==> src/rtl/lis3dh_poller.sv <==
// lis3dh_poller: sequences spi_master transactions to identify, configure and periodically sample a LIS3DH.
// Define LIS3DH_POLL_STATUS_EN to gate every round on STATUS_REG.ZYXDA before the axis reads.
module lis3dh_poller #(
  parameter int unsigned PERIOD_CYCLES = 1000,
  parameter logic [7:0]  CTRL_REG1_VAL = 8'h57
) (
  input  logic        clk,
  input  logic        reset,
  input  logic        enable,
  output logic        spi_request,
  output logic [4:0]  spi_nbits,
  output logic [31:0] spi_mosi_data,
  input  logic [31:0] spi_miso_data,
  input  logic        spi_ready,
  output logic [15:0] sample_x,
  output logic [15:0] sample_y,
  output logic [15:0] sample_z,
  output logic        sample_valid,
  output logic        id_ok,
  output logic        fault
);

  typedef enum logic [3:0] {
    ST_IDLE,
    ST_WHOAMI,
    ST_INIT,
`ifdef LIS3DH_POLL_STATUS_EN
    ST_STATUS,
`endif
    ST_RD_X,
    ST_RD_Y,
    ST_RD_Z,
    ST_PUBLISH,
    ST_WAIT_PERIOD,
    ST_FAULT
  } state_t;

  typedef enum logic [1:0] {
    PH_ISSUE,
    PH_WAIT_BUSY,
    PH_WAIT_DONE
  } phase_t;

  localparam logic [19:0] PERIOD_LOAD = 20'(PERIOD_CYCLES - 1);

`ifdef LIS3DH_POLL_STATUS_EN
  localparam state_t FIRST_READ = ST_STATUS;
`else
  localparam state_t FIRST_READ = ST_RD_X;
`endif

  state_t      state_q, state_d;
  phase_t      phase_q, phase_d;
  logic [15:0] wd_q, wd_d;
  logic [19:0] period_q, period_d;
  logic        spi_request_q, spi_request_d;
  logic [4:0]  spi_nbits_q, spi_nbits_d;
  logic [31:0] spi_mosi_q, spi_mosi_d;
  logic [15:0] shadow_x_q, shadow_x_d;
  logic [15:0] shadow_y_q, shadow_y_d;
  logic [15:0] sample_x_q, sample_x_d;
  logic [15:0] sample_y_q, sample_y_d;
  logic [15:0] sample_z_q, sample_z_d;
  logic        sample_valid_q, sample_valid_d;
  logic        id_ok_q, id_ok_d;
  logic        fault_q, fault_d;

  logic [4:0]  tx_nbits;
  logic [31:0] tx_mosi;
  logic [15:0] axis_val;
  logic        unused_miso_hi;

  assign unused_miso_hi = ^spi_miso_data[31:16];
  assign axis_val       = {spi_miso_data[7:0], spi_miso_data[15:8]};

  always_ff @(posedge clk or posedge reset) begin
    if (reset) begin
      state_q        <= ST_IDLE;
      phase_q        <= PH_ISSUE;
      wd_q           <= '0;
      period_q       <= '0;
      spi_request_q  <= 1'b0;
      spi_nbits_q    <= '0;
      spi_mosi_q     <= '0;
      shadow_x_q     <= '0;
      shadow_y_q     <= '0;
      sample_x_q     <= '0;
      sample_y_q     <= '0;
      sample_z_q     <= '0;
      sample_valid_q <= 1'b0;
      id_ok_q        <= 1'b0;
      fault_q        <= 1'b0;
    end else begin
      state_q        <= state_d;
      phase_q        <= phase_d;
      wd_q           <= wd_d;
      period_q       <= period_d;
      spi_request_q  <= spi_request_d;
      spi_nbits_q    <= spi_nbits_d;
      spi_mosi_q     <= spi_mosi_d;
      shadow_x_q     <= shadow_x_d;
      shadow_y_q     <= shadow_y_d;
      sample_x_q     <= sample_x_d;
      sample_y_q     <= sample_y_d;
      sample_z_q     <= sample_z_d;
      sample_valid_q <= sample_valid_d;
      id_ok_q        <= id_ok_d;
      fault_q        <= fault_d;
    end
  end

  always_comb begin
    tx_nbits = 5'd0;
    tx_mosi  = 32'h0;
    case (state_q)
      ST_WHOAMI: begin tx_nbits = 5'd15; tx_mosi = 32'h0000_8F00; end
      ST_INIT:   begin tx_nbits = 5'd15; tx_mosi = {16'h0, 8'h20, CTRL_REG1_VAL}; end
`ifdef LIS3DH_POLL_STATUS_EN
      ST_STATUS: begin tx_nbits = 5'd15; tx_mosi = 32'h0000_A700; end
`endif
      ST_RD_X:   begin tx_nbits = 5'd23; tx_mosi = 32'h00E8_0000; end
      ST_RD_Y:   begin tx_nbits = 5'd23; tx_mosi = 32'h00EA_0000; end
      ST_RD_Z:   begin tx_nbits = 5'd23; tx_mosi = 32'h00EC_0000; end
      default:   begin tx_nbits = 5'd0;  tx_mosi = 32'h0; end
    endcase
  end

  // Transaction states share the ISSUE/WAIT_BUSY/WAIT_DONE walk; only the completion action differs.
  always_comb begin
    state_d        = state_q;
    phase_d        = phase_q;
    wd_d           = wd_q;
    period_d       = period_q;
    spi_request_d  = 1'b0;
    spi_nbits_d    = spi_nbits_q;
    spi_mosi_d     = spi_mosi_q;
    shadow_x_d     = shadow_x_q;
    shadow_y_d     = shadow_y_q;
    sample_x_d     = sample_x_q;
    sample_y_d     = sample_y_q;
    sample_z_d     = sample_z_q;
    sample_valid_d = 1'b0;
    id_ok_d        = id_ok_q;
    fault_d        = fault_q;

    case (state_q)
      ST_IDLE: begin
        if (enable) begin
          state_d = ST_WHOAMI;
          phase_d = PH_ISSUE;
          id_ok_d = 1'b0;
        end
      end

      ST_PUBLISH: begin
        state_d  = ST_WAIT_PERIOD;
        period_d = PERIOD_LOAD;
      end

      ST_WAIT_PERIOD: begin
        if (!enable) begin
          state_d = ST_IDLE;
        end else if (period_q == 20'd0) begin
          state_d = FIRST_READ;
          phase_d = PH_ISSUE;
        end else begin
          period_d = period_q - 20'd1;
        end
      end

      ST_FAULT: begin
        state_d = ST_FAULT;
      end

      default: begin
        case (phase_q)
          PH_ISSUE: begin
            spi_request_d = 1'b1;
            spi_nbits_d   = tx_nbits;
            spi_mosi_d    = tx_mosi;
            wd_d          = 16'd0;
            phase_d       = PH_WAIT_BUSY;
          end

          PH_WAIT_BUSY: begin
            if (!spi_ready) begin
              phase_d = PH_WAIT_DONE;
              wd_d    = wd_q + 16'd1;
            end else if (wd_q == 16'hFFFF) begin
              state_d = ST_FAULT;
              fault_d = 1'b1;
            end else begin
              wd_d = wd_q + 16'd1;
            end
          end

          PH_WAIT_DONE: begin
            if (spi_ready) begin
              phase_d = PH_ISSUE;
              case (state_q)
                ST_WHOAMI: begin
                  if (spi_miso_data[7:0] == 8'h33) begin
                    id_ok_d = 1'b1;
                    state_d = enable ? ST_INIT : ST_IDLE;
                  end else begin
                    state_d = ST_FAULT;
                    fault_d = 1'b1;
                  end
                end
                ST_INIT: begin
                  state_d  = enable ? ST_WAIT_PERIOD : ST_IDLE;
                  period_d = PERIOD_LOAD;
                end
`ifdef LIS3DH_POLL_STATUS_EN
                ST_STATUS: begin
                  if (!enable) begin
                    state_d = ST_IDLE;
                  end else if (spi_miso_data[3]) begin
                    state_d = ST_RD_X;
                  end else begin
                    state_d  = ST_WAIT_PERIOD;
                    period_d = PERIOD_LOAD;
                  end
                end
`endif
                ST_RD_X: begin
                  shadow_x_d = axis_val;
                  state_d    = enable ? ST_RD_Y : ST_IDLE;
                end
                ST_RD_Y: begin
                  shadow_y_d = axis_val;
                  state_d    = enable ? ST_RD_Z : ST_IDLE;
                end
                // Z goes straight to the output so all three axes appear in the PUBLISH cycle.
                ST_RD_Z: begin
                  if (enable) begin
                    sample_x_d     = shadow_x_q;
                    sample_y_d     = shadow_y_q;
                    sample_z_d     = axis_val;
                    sample_valid_d = 1'b1;
                    state_d        = ST_PUBLISH;
                  end else begin
                    state_d = ST_IDLE;
                  end
                end
                default: state_d = ST_IDLE;
              endcase
            end else if (wd_q == 16'hFFFF) begin
              state_d = ST_FAULT;
              fault_d = 1'b1;
            end else begin
              wd_d = wd_q + 16'd1;
            end
          end

          default: phase_d = PH_ISSUE;
        endcase
      end
    endcase
  end

  assign spi_request   = spi_request_q;
  assign spi_nbits     = spi_nbits_q;
  assign spi_mosi_data = spi_mosi_q;
  assign sample_x      = sample_x_q;
  assign sample_y      = sample_y_q;
  assign sample_z      = sample_z_q;
  assign sample_valid  = sample_valid_q;
  assign id_ok         = id_ok_q;
  assign fault         = fault_q;

endmodule
==> config.mk <==
export PLATFORM = sky130hd
export DESIGN_NAME = lis3dh_poller
export DESIGN_NICKNAME = d
export VERILOG_FILES = /design/src/rtl/lis3dh_poller.sv
export SDC_FILE = /design/constraint.sdc
export NUM_CORES = 1
export LEC_CHECK = 0
export ABC_AREA = 1
export CAP_MARGIN = 20
export CORE_MARGIN = 2
export CORE_UTILIZATION = 55
export CTS_CLUSTER_DIAMETER = 80
export CTS_CLUSTER_SIZE = 12
export DETAILED_ROUTE_END_ITERATION = 7
export DONT_BUFFER_PORTS = 1
export GPL_ROUTABILITY_DRIVEN = 0
export PLACE_DENSITY = 0.7
export REMOVE_ABC_BUFFERS = 1
export SYNTH_ARGS = -nofsm -noshare
export SYNTH_HDL_FRONTEND = slang
export SYNTH_SLANG_ARGS = --single-unit
==> constraint.sdc <==
create_clock -name clk -period 5 [get_ports clk]
set_clock_uncertainty 0.15 [all_clocks]
set_input_delay 0.5 -clock clk [delete_from_list [all_inputs] [get_ports clk]]
set_output_delay 0.5 -clock clk [all_outputs]
set_load 0.005 [all_outputs]
==> qor.yml, run 1 <==
critPathBufInv: 2
synth_common_cells: "328 x nand2_1, 133 x dfrtp_1, 82 x nor2_1, 78 x inv_1, 51 x o21ai_0"
row_count: 40
cts.sinks: 133
drv_slew: 0
cts_tree: "yes"
critical_path_class: "reg -> reg"
final_nets: 903
syn-instance-count: 876
dpl.hpwl_um: 9452
ioPinCount: 125
critPathMaxStageDelay_ps: 590
grt_pass1_wl_um: 23410
min_period_over_period: 0.5838
vias_per_cell: 5.294
cp_top_family: "simple AND/OR/NAND/NOR gates"
relSlewSlack: 0.3314
endpoint_kind: "flip-flop"
clock_latency_ps: 420
fp.dieH_um: 114.4
vias: 5389
numPortBuffers: 0
drtPass1Iterations: 7
syn_area_sq_um: 6709
r2r_cells: 9
status: "completed"
r2r-start: "state_q[0]"
antenna_left: 0
htreeDepth: 4
yosysTopAreaCell: "dfrtp_1"
crit_required_ps: 5160
dpl-instance-area_sq_um: 6585
postCtsSetupBuffers: 0
hold_viol: 0
die_area_sq_um: 13100
maxCapViolations: 0
power_frac_clock: 0.368
grtUsageTotal: 0.2245
fmax_mhz: 342.6
syn_avg_cell_area_sq_um: 7.659
hold_depth: 2
cts-root-buf: "clkbuf_16"
areaGrowthSynthToFinish_pct: 8.131
drc: 0
async_flop_share: 1.000
p_int_w: 0.002313
yosysWarnings: 0
clock_path_buffers: 2
drtIter0Drc: 539
yosys.area.top_type_share: 0.4961
worstMarginPinSlew_ps: 1000
setup_violations: 0
worstPathMaxFanout: 32
synth_seq_cells: 133
clk_pin_slew_worst_paths_ps: 60
yosys.cell_count.top_type: "nand2_1"
cts-buffers-inserted: 17
yosysUniqueCellTypes: 33
ys_seq_area_frac: 0.4961
min_period_ps: 2919
rrSetupSlack_ps: 2080
rsz0062_at_grt: "no"
wl_um: 14150
path_cells: "nand2_1 > inv_2 > nand2_1 > nand2_2 > nor2_4 > inv_4 > nor2_4 > nand2_1 > o21ai_0"
worstHoldStart: "spi_miso_data[11]"
synth_edf_count: 0
antenna_found_initial: 0
diodes: 0
reg2reg_to: "shadow_y_q[2]"
critical_path.startpoint_type: "flip-flop"
hp-class: "in -> reg"
start_util: 0.5609
ys.flop_type: "dfrtp_1"
min_to: "sample_z[3]"
wire_per_inst_um: 13.90
synth.top_cells.by_area: "dfrtp_1 50%, nand2_1 18%, nor2_1 4.6%"
core-area_sq_um: 11960
stdcell_area_sq_um: 7254
crit_arrival_ps: 3070
grt_pass1_vias: 5023
power.density_nw_per_um2: 477.3
pwr-share-comb: 0.236
net-switching-power_w: 0.001149
tns_ps: 0
leakage_nw: 3.815
gr-total-overflow: 0
die_width_um: 114.4
switching_share: 0.3320
drive_gt1_frac: 0.06085
slowest_stage: "nand2_1"
grt_max_degree: 89
peakVddDrop_mv: 0.2069
crit_top_cell: "nand2_1"
p_seq_frac: 0.395
## metal layers
| layer | GRT usage | up-vias | wire length [um] |
|---|---|---|---|
| li1 | - | 2669 | - |
| met1 | 0.2952 | 2512 | 6329 |
| met2 | 0.3586 | 190 | 6655 |
| met3 | 0.06300 | 18 | 997 |
| met4 | 0.07724 | 0 | 166 |
| met5 | 0 | - | 0 |
## worst register-to-register path, stage by stage, from the launching register on
cell and delay (ps):
dfrtp_1 450, nand2_1 120, inv_2 40, nand2_1 430, nand2_2 200, nor2_4 210, inv_4 70, nor2_4 110
nand2_1 590, o21ai_0 450
## worst max path at each step
| stage | from | end | slack, ps | depth (start not counted) |
|---|---|---|---|---|
| CTS | state_q[0] | sample_x[4] | 1640 | 11 |
| floorplan | reset | fault | 800 | 1 |
| finish | state_q[0] | shadow_y_q[2] | 2080 | 9 |
| global placement | state_q[0] | sample_y[10] | 1770 | 11 |
| global route | state_q[0] | shadow_y_q[6] | 1770 | 9 |
| detailed placement | state_q[0] | sample_x[4] | 1700 | 11 |
## final cells by class
type                    instances  area (sq um)
inverters                      84         322.8
repair buffers                  5         72.57
fillers                      1041          4707
clock inverters                 7         120.1
multi-input cells             618          2735
clock buffers                  24         491.7
well taps                     147         183.9
flip-flops and latches        133          3328
## stage by stage
stage                     hold WS (ps)  setup slack [ps]  std cells  power, W  utilization
after floorplan                  292.2             795.6        835  0.001981            -
after global placement           300.5              1768        984  0.002147       0.5505
after detailed placement         303.5              1698        984  0.002182       0.5505
after CTS                        94.93              1644       1015  0.003473       0.6017
after global routing             123.7              1774       1018  0.003679       0.6065
final                            107.5              2081       1018  0.003462       0.6065
## state kept, by name, indices dropped and copies added (netlist names), 5 cells and up
register,count
period_q,20
sample_x,16
sample_y,16
sample_z,16
shadow_x_q,16
shadow_y_q,16
wd_q,16
spi_mosi_data,5
## power groups by stage
stage	registers, W	logic (W)	clock network (W)
2_1_floorplan	0.00135	0.000634	0
3_3_place_gp	0.00138	0.000768	0
3_5_place_dp	0.00138	0.000799	0
4_1_cts	0.00137	0.000809	0.00130
5_1_grt	0.00139	0.000939	0.00135
6_report	0.00137	0.000818	0.00128
## logic make-up (layout without fill, tap and decap cells)
kind of cell / count (synthesis) / count (layout) / synth area share
AO/OA/AOI/OAI: 103 / 103 / 0.08094
XOR/XNOR: 10 / 10 / 0.01306
adder cells (fa/ha/maj): 8 / 8 / 0.01492
buffers and inverters: 139 / 120 / 0.1041
flip-flops: 133 / 133 / 0.4961
other: 1 / 15 / 0.0005590
AND/OR/NAND/NOR: 482 / 482 / 0.2904
## layout by cell type (no fill, tap or decap), types with 15 or more instances in the layout
master,synthesis,layout
nor2_1,82,82
o21ai_1,31,31
dfrtp_1,133,133
nand2_1,328,328
conb_1,1,15
nand3_1,36,36
o21ai_0,51,51
inv_1,78,77
clkbuf_16,0,17
nand4_1,16,16
## repair_timing
item | in CTS | in global routing
endpoints found under the hold margin | 0 | 14
hold buffers | 0 | 1
gates resized for setup | 0 | 0
No activity file was read; power rests on OpenSTA's default activity.
==> inputs of run 2 (changes only) <==
--- a/config.mk
+++ b/config.mk
@@ -14,7 +14,7 @@
 export DETAILED_ROUTE_END_ITERATION = 7
 export DONT_BUFFER_PORTS = 1
 export GPL_ROUTABILITY_DRIVEN = 0
-export PLACE_DENSITY = 0.7
+export PLACE_DENSITY = 0.73
 export REMOVE_ABC_BUFFERS = 1
 export SYNTH_ARGS = -nofsm -noshare
 export SYNTH_HDL_FRONTEND = slang
==> constraint.sdc (replaced) <==
create_clock -name clk -period 2.55 [get_ports clk]
set_clock_uncertainty 0.15 [all_clocks]
set_input_delay 0.255 -clock clk [delete_from_list [all_inputs] [get_ports clk]]
set_output_delay 0.255 -clock clk [all_outputs]
set_load 0.005 [all_outputs]
==> run 2 against run 1 <==
Effect of this change:
- global-route usage increased by 0.80 points
- utilization increased by 2.3 points
- die area unchanged
- cell count increased by 3.5%
- total power increased by 97%
- first-iteration DRC count decreased by 17%
- largest cell class unchanged
==> qor.yml, run 2 (same netlist as run 1, synthesis figures left out) <==
antenna_left: 0  # unchanged
clock_path_buffers: 2  # unchanged
grt_pass1_vias: 5018  # was 5023
fin_cells: 1054  # was 1018
net-switching-power_w: 0.002385  # was 0.001149 W
multiInputGateArea_sq_um: 2735  # unchanged
postLayoutCoreUtil: 0.6291  # was 0.6065
clock_latency_ps: 420  # about the same
rrSetupSlack_ps: 320  # was 2080 ps
slowest_stage: "dfrtp_1"  # was nand2_1
grt_max_degree: 57  # was 89
htreeDepth: 4  # unchanged
top_layer: "met4"  # unchanged
numPortBuffers: 0  # unchanged
vias_per_cell: 5.223  # was 5.294
p_int_w: 0.004432  # was 0.002313 W
cts_resized: 0  # unchanged
grt_pass1_wl_um: 24150  # was 23410 um
stdcell_area_sq_um: 7525  # was 7254 sq um
drc: 0  # unchanged
layout_common_cells: "328 x nand2_1, 133 x dfrtp_1, 82 x nor2_1, 77 x inv_1, 51 x o21ai_0"  # unchanged
cts_tree: "yes"  # unchanged
switching_share: 0.3499  # was 0.3320
fp.dieH_um: 114.4  # unchanged
row_count: 40  # unchanged
final_nets: 938  # was 903
grtUsageTotal: 0.2325  # was 0.2245
min_period_ps: 2234  # was 2919 ps
die_width_um: 114.4  # unchanged
drtIter0Drc: 447  # was 539
crit_required_ps: 2740  # was 5160 ps
relSlewSlack: 0.6113  # was 0.3314
path_cells: "inv_1 > ha_1 > nand2_1 > inv_1 > nand3_1 > a21oi_1 > nand2_1 > inv_2 > o21ai_0 > o21ai_0"  # was nand2_1 > inv_2 > nand2_1 > nand2_2 > nor2_4 > inv_4 > nor2_4 > nand2_1 > o21ai_0
cp_top_family: "buffers and inverters"  # was simple AND/OR/NAND/NOR gates
dpl-instance-area_sq_um: 6720  # was 6585 sq um
critical_path.startpoint_type: "flip-flop"  # unchanged
wl_met2_um: 6834  # was 6655 um
met3WireLength_um: 809  # was 997 um
cts.sinks: 133  # unchanged
critPathCapture: "period_q[1]"  # was shadow_y_q[2]
dpl.hpwl_um: 9739  # was 9452 um
drv_slew: 0  # unchanged
r2r_cells: 10  # was 9
ioPinCount: 125  # unchanged
final_common_cell: "nand2_1"  # unchanged
power.density_nw_per_um2: 905.9  # was 477.3 nW/um^2
critPathBufInv: 3  # was 2
clk_pin_slew_worst_paths_ps: 60  # about the same
p_total_w: 0.006817  # was 0.003462 W
wire_per_inst_um: 13.80  # was 13.90 um
gr-total-overflow: 0  # unchanged
worstMarginPinSlew_ps: 578.6  # was 1000 ps
nFillCells: 1030  # was 1041
critical_path.startpoint: "phase_q[0]"  # was state_q[0]
start_util: 0.5609  # unchanged
maxCapViolations: 0  # unchanged
crit_arrival_ps: 2430  # was 3070 ps
core-area_sq_um: 11960  # unchanged
status: "completed"  # unchanged
fmax_mhz: 447.5  # was 342.6 MHz
critPathMaxStageDelay_ps: 420  # was 590 ps
areaGrowthSynthToFinish_pct: 12.16  # was 8.131%
worstPathMaxFanout: 18  # was 32
drive_gt1_frac: 0.08159  # was 0.06085
leakage_nw: 3.953  # was 3.815 nW
min_period_over_period: 0.8763  # was 0.5838
rsz0062_at_grt: "no"  # unchanged
wirelength_met1_um: 6678  # was 6329 um
p_seq_frac: 0.394  # was 0.395
hp-class: "in -> reg"  # unchanged
die_area_sq_um: 13100  # unchanged
numPlacedInstances: 1000  # was 984
drtPass1Iterations: 5  # was 7
antenna_found_initial: 0  # unchanged
pwr-share-comb: 0.248  # was 0.236
reg2reg_to: "period_q[1]"  # was shadow_y_q[2]
regMostFlops: "period_q"  # unchanged
cts-root-buf: "clkbuf_16"  # unchanged
largest_reg_flops: 20  # unchanged
peakVddDrop_mv: 0.4981  # was 0.2069 mV
endpoint_kind: "flip-flop"  # unchanged
diodes: 0  # unchanged
regArea_sq_um: 3328  # unchanged
wl_um: 14540  # was 14150 um
setup_violations: 0  # unchanged
critical_path_class: "reg -> reg"  # unchanged
r2r-start: "phase_q[0]"  # was state_q[0]
fin_worst_hold_slack_ps: 21.83  # was 107.5 ps
hold_viol: 0  # unchanged
vias: 5505  # was 5389
cp.depth: 10  # was 9
cts-buffers-inserted: 17  # unchanged
power_frac_clock: 0.358  # was 0.368
## run 2: layout make-up
type | instances | area share
Clock buffer | 17 | 0.05653
Clock inverter | 15 | 0.02212
Inverter | 84 | 0.04323
Multi-Input combinational cell | 618 | 0.3635
Sequential cell | 133 | 0.4423
Tap cell | 147 | 0.02444
Timing Repair Buffer | 40 | 0.04789
## run 2: worst reg2reg max path, stage by stage, from the launching register on
cell     delay [ps]
dfrtp_1         420
inv_1           100
ha_1            260
nand2_1         100
inv_1           160
nand3_1          90
a21oi_1         160
nand2_1         180
inv_2           290
o21ai_0         150
o21ai_0          90
## run 2: per-layer routing
metal / vias up / track usage
met1: 2580 / 0.3103
met2: 158 / 0.3728
met5: - / 0
met4: 0 / 0.09106
met3: 19 / 0.04870
li1: 2748 / -
## run 2: how the worst min path moves through the flow
stage / from / to / slack (ps) / depth (start not counted)
after global routing: spi_miso_data[5] / id_ok / 50 / 4
after global placement: reset / sample_y[4] / 50 / 1
after detailed placement: reset / sample_y[4] / 40 / 1
after floorplan: spi_miso_data[4] / shadow_x_q[12] / 270 / 2
after CTS: enable / state_q[1] / 2 / 6
final: spi_miso_data[5] / id_ok / 20 / 4
## run 2: metrics by stage
stage	worst slack (ps)	TNS [ps]
floorplan	-1409	-187450
global placement	357.6	0
detailed placement	309.3	0
CTS	305.8	0
global route	87.53	0
finish	315.5	0
## run 2: repair_timing
item	in CTS	in global routing
buffers inserted	0	3
endpoints found under the setup margin	0	1
endpoints found under the hold margin	147	0
hold buffers	19	0
## run 2: power by group through the flow
stage / clock (W) / combinational [W] / sequential [W]
3_3_place_gp: 0 / 0.00160 / 0.00271
4_1_cts: 0.00248 / 0.00169 / 0.00268
3_5_place_dp: 0 / 0.00164 / 0.00272
6_report: 0.00244 / 0.00169 / 0.00269
2_1_floorplan: 0 / 0.00124 / 0.00264
5_1_grt: 0.00257 / 0.00194 / 0.00273
==> inputs of run 3 (changes only) <==
==> constraint.sdc (replaced) <==
create_clock -name clk -period 2.55 [get_ports clk]
set_clock_uncertainty 0.15 [all_clocks]
set_input_delay 0.1275 -clock clk [delete_from_list [all_inputs] [get_ports clk]]
set_output_delay 0.1275 -clock clk [all_outputs]
set_load 0.005 [all_outputs]
==> run 3 against run 2 <==
Effect of this change:
- sequential share of layout area up 0.24 points
- worst hold slack worse by 3.5 ps
- flip-flop and latch count unchanged
- utilization down 0.33 points
- setup slack better by 9.8 ps
- combinational power about the same
- maximum frequency up 0.44%
- largest cell class unchanged
- largest power group unchanged
==> qor.yml, run 3 (same netlist as run 1, synthesis figures left out) <==
wl_um: 14270  # was 14540 um
globalRouteMet2Util: 0.3775  # was 0.3728
clock_path_buffers: 2  # unchanged
clock_latency_ps: 420  # about the same
worstMarginPinSlew_ps: 612.9  # was 578.6 ps
tns_ps: 0  # unchanged
cts_resized: 0  # unchanged
pwr-share-comb: 0.244  # was 0.248
vias_per_cell: 5.200  # was 5.223
die_area_sq_um: 13100  # unchanged
grt_max_degree: 70  # was 57
cts_tree: "yes"  # unchanged
min_period_ps: 2225  # was 2234 ps
critical_path_class: "reg -> reg"  # unchanged
layout_common_cells: "328 x nand2_1, 133 x dfrtp_1, 82 x nor2_1, 77 x inv_1, 51 x o21ai_0"  # unchanged
drive_gt1_frac: 0.07135  # was 0.08159
largest_reg_flops: 20  # unchanged
relSlewSlack: 0.5914  # was 0.6113
p_seq_frac: 0.394  # about the same
crit_arrival_ps: 2410  # was 2430 ps
final_common_cell: "nand2_1"  # unchanged
critical_path.startpoint_type: "flip-flop"  # unchanged
drv_slew: 0  # unchanged
ioPinCount: 125  # unchanged
dpl-instance-area_sq_um: 6690  # was 6720 sq um
post-place-ws_ps: 319.9  # was 309.3 ps
gr-total-overflow: 0  # unchanged
path_cells: "inv_1 > ha_1 > nand2_1 > inv_1 > nand3_1 > a21oi_1 > nand2_1 > inv_2 > o21ai_0 > o21ai_0"  # unchanged
grt_pass1_wl_um: 24440  # was 24150 um
drtIter0Drc: 422  # was 447
net-switching-power_w: 0.002238  # was 0.002385 W
dpl.hpwl_um: 9666  # was 9739 um
grt_pass1_vias: 5143  # was 5018
p_total_w: 0.006823  # was 0.006817 W
wire_per_inst_um: 13.66  # was 13.80 um
r2r_cells: 10  # unchanged
antenna_found_initial: 0  # unchanged
r2r-start: "phase_q[0]"  # unchanged
fin_worst_hold_slack_ps: 18.32  # was 21.83 ps
min_to: "id_ok"  # unchanged
slowest_stage: "dfrtp_1"  # unchanged
critPathMaxStageDelay_ps: 420  # about the same
regMostFlops: "period_q"  # unchanged
rsz0062_at_grt: "no"  # unchanged
min_period_over_period: 0.8724  # was 0.8763
rrSetupSlack_ps: 330  # was 320 ps
worstHoldStart: "enable"  # was spi_miso_data[5]
leakage_nw: 3.937  # was 3.953 nW
p_int_w: 0.004586  # was 0.004432 W
hold_depth: 5  # was 4
core-area_sq_um: 11960  # unchanged
cp_top_family: "buffers and inverters"  # unchanged
start_util: 0.5609  # unchanged
hp-class: "in -> reg"  # unchanged
drtPass1Iterations: 5  # unchanged
grtUsageMet3: 0.06088  # was 0.04870
top_usage_layer: "met2"  # unchanged
power.density_nw_per_um2: 911.7  # was 905.9 nW/um^2
stdcell_area_sq_um: 7485  # was 7525 sq um
cts-buffers-inserted: 17  # unchanged
diodes: 0  # unchanged
die_width_um: 114.4  # unchanged
antenna_left: 0  # unchanged
crit_required_ps: 2730  # was 2740 ps
grtUsageTotal: 0.2348  # was 0.2325
hold_viol: 0  # unchanged
worstPathMaxFanout: 18  # unchanged
final_nets: 931  # was 938
htreeDepth: 4  # unchanged
numPortBuffers: 0  # unchanged
vias: 5429  # was 5505
setup_violations: 0  # unchanged
peakVddDrop_mv: 0.3583  # was 0.4981 mV
power_frac_clock: 0.362  # was 0.358
cts-root-buf: "clkbuf_16"  # unchanged
areaGrowthSynthToFinish_pct: 11.56  # was 12.16%
row_count: 40  # unchanged
switching_share: 0.3280  # was 0.3499
endpoint_kind: "flip-flop"  # unchanged
fmax_mhz: 449.5  # was 447.5 MHz
reg2reg_to: "period_q[0]"  # was period_q[1]
nFillCells: 1048  # was 1030
fp.dieH_um: 114.4  # unchanged
drc: 0  # unchanged
clk_pin_slew_worst_paths_ps: 60  # about the same
fin_ws_ps: 325.3  # was 315.5 ps
critPathBufInv: 3  # unchanged
maxCapViolations: 0  # unchanged
status: "completed"  # unchanged
gr-usage-met1: 0.3097  # was 0.3103
cts.sinks: 133  # unchanged
-- run 3: how the worst max path moves through the flow --
stage                     slack [ps]           to       start  cells after the start
after floorplan                -1280        fault       reset                      1
after global placement           370      wd_q[6]     wd_q[0]                     10
after detailed placement         320  period_q[0]  phase_q[0]                     10
after CTS                        320  period_q[0]  phase_q[0]                     10
after global routing              30  period_q[1]  phase_q[0]                     10
final                            330  period_q[0]  phase_q[0]                     10
-- run 3: routing by layer --
metal  vias up  wire length, um  part of all wire
met5         -                0                 0
met4         0              193             0.014
met3        22              801             0.056
met2       147             6794              0.48
met1      2540             6476              0.45
li1       2720                -                 -
-- run 3: tightest hold or removal path, stage by stage --
cell and delay [ps]:
inv_1 50, nand2_1 100, nand3_1 100, nor2_1 120
a21oi_1 50
-- run 3: per-stage QoR --
| step | instances | util |
|---|---|---|
| after floorplan | 835 | - |
| after global placement | 996 | 0.5593 |
| after detailed placement | 996 | 0.5593 |
| after CTS | 1044 | 0.6257 |
| after global routing | 1044 | 0.6257 |
| final | 1044 | 0.6257 |
-- run 3: power groups by stage --
| stage | logic [W] | clock network (W) | registers (W) |
|---|---|---|---|
| 3_3_place_gp | 0.00158 | 0 | 0.00271 |
| 4_1_cts | 0.00166 | 0.00252 | 0.00268 |
| 5_1_grt | 0.00193 | 0.00262 | 0.00273 |
| 3_5_place_dp | 0.00162 | 0 | 0.00272 |
| 6_report | 0.00167 | 0.00247 | 0.00269 |
| 2_1_floorplan | 0.00124 | 0 | 0.00264 |
-- run 3: final cells by class --
class | instances | area, sq um | area share
Clock buffer | 21 | 480.5 | 0.06419
Sequential cell | 133 | 3328 | 0.4447
Tap cell | 147 | 183.9 | 0.02457
Multi-Input combinational cell | 618 | 2735 | 0.3654
Clock inverter | 8 | 123.9 | 0.01655
Inverter | 84 | 325.3 | 0.04346
Timing Repair Buffer | 33 | 307.8 | 0.04112
-- run 3: what timing repair did --
| action | in CTS | in global routing |
|---|---|---|
| hold endpoints to repair | 123 | 0 |
| setup buffers | 0 | 0 |
| hold buffers | 19 | 0 |
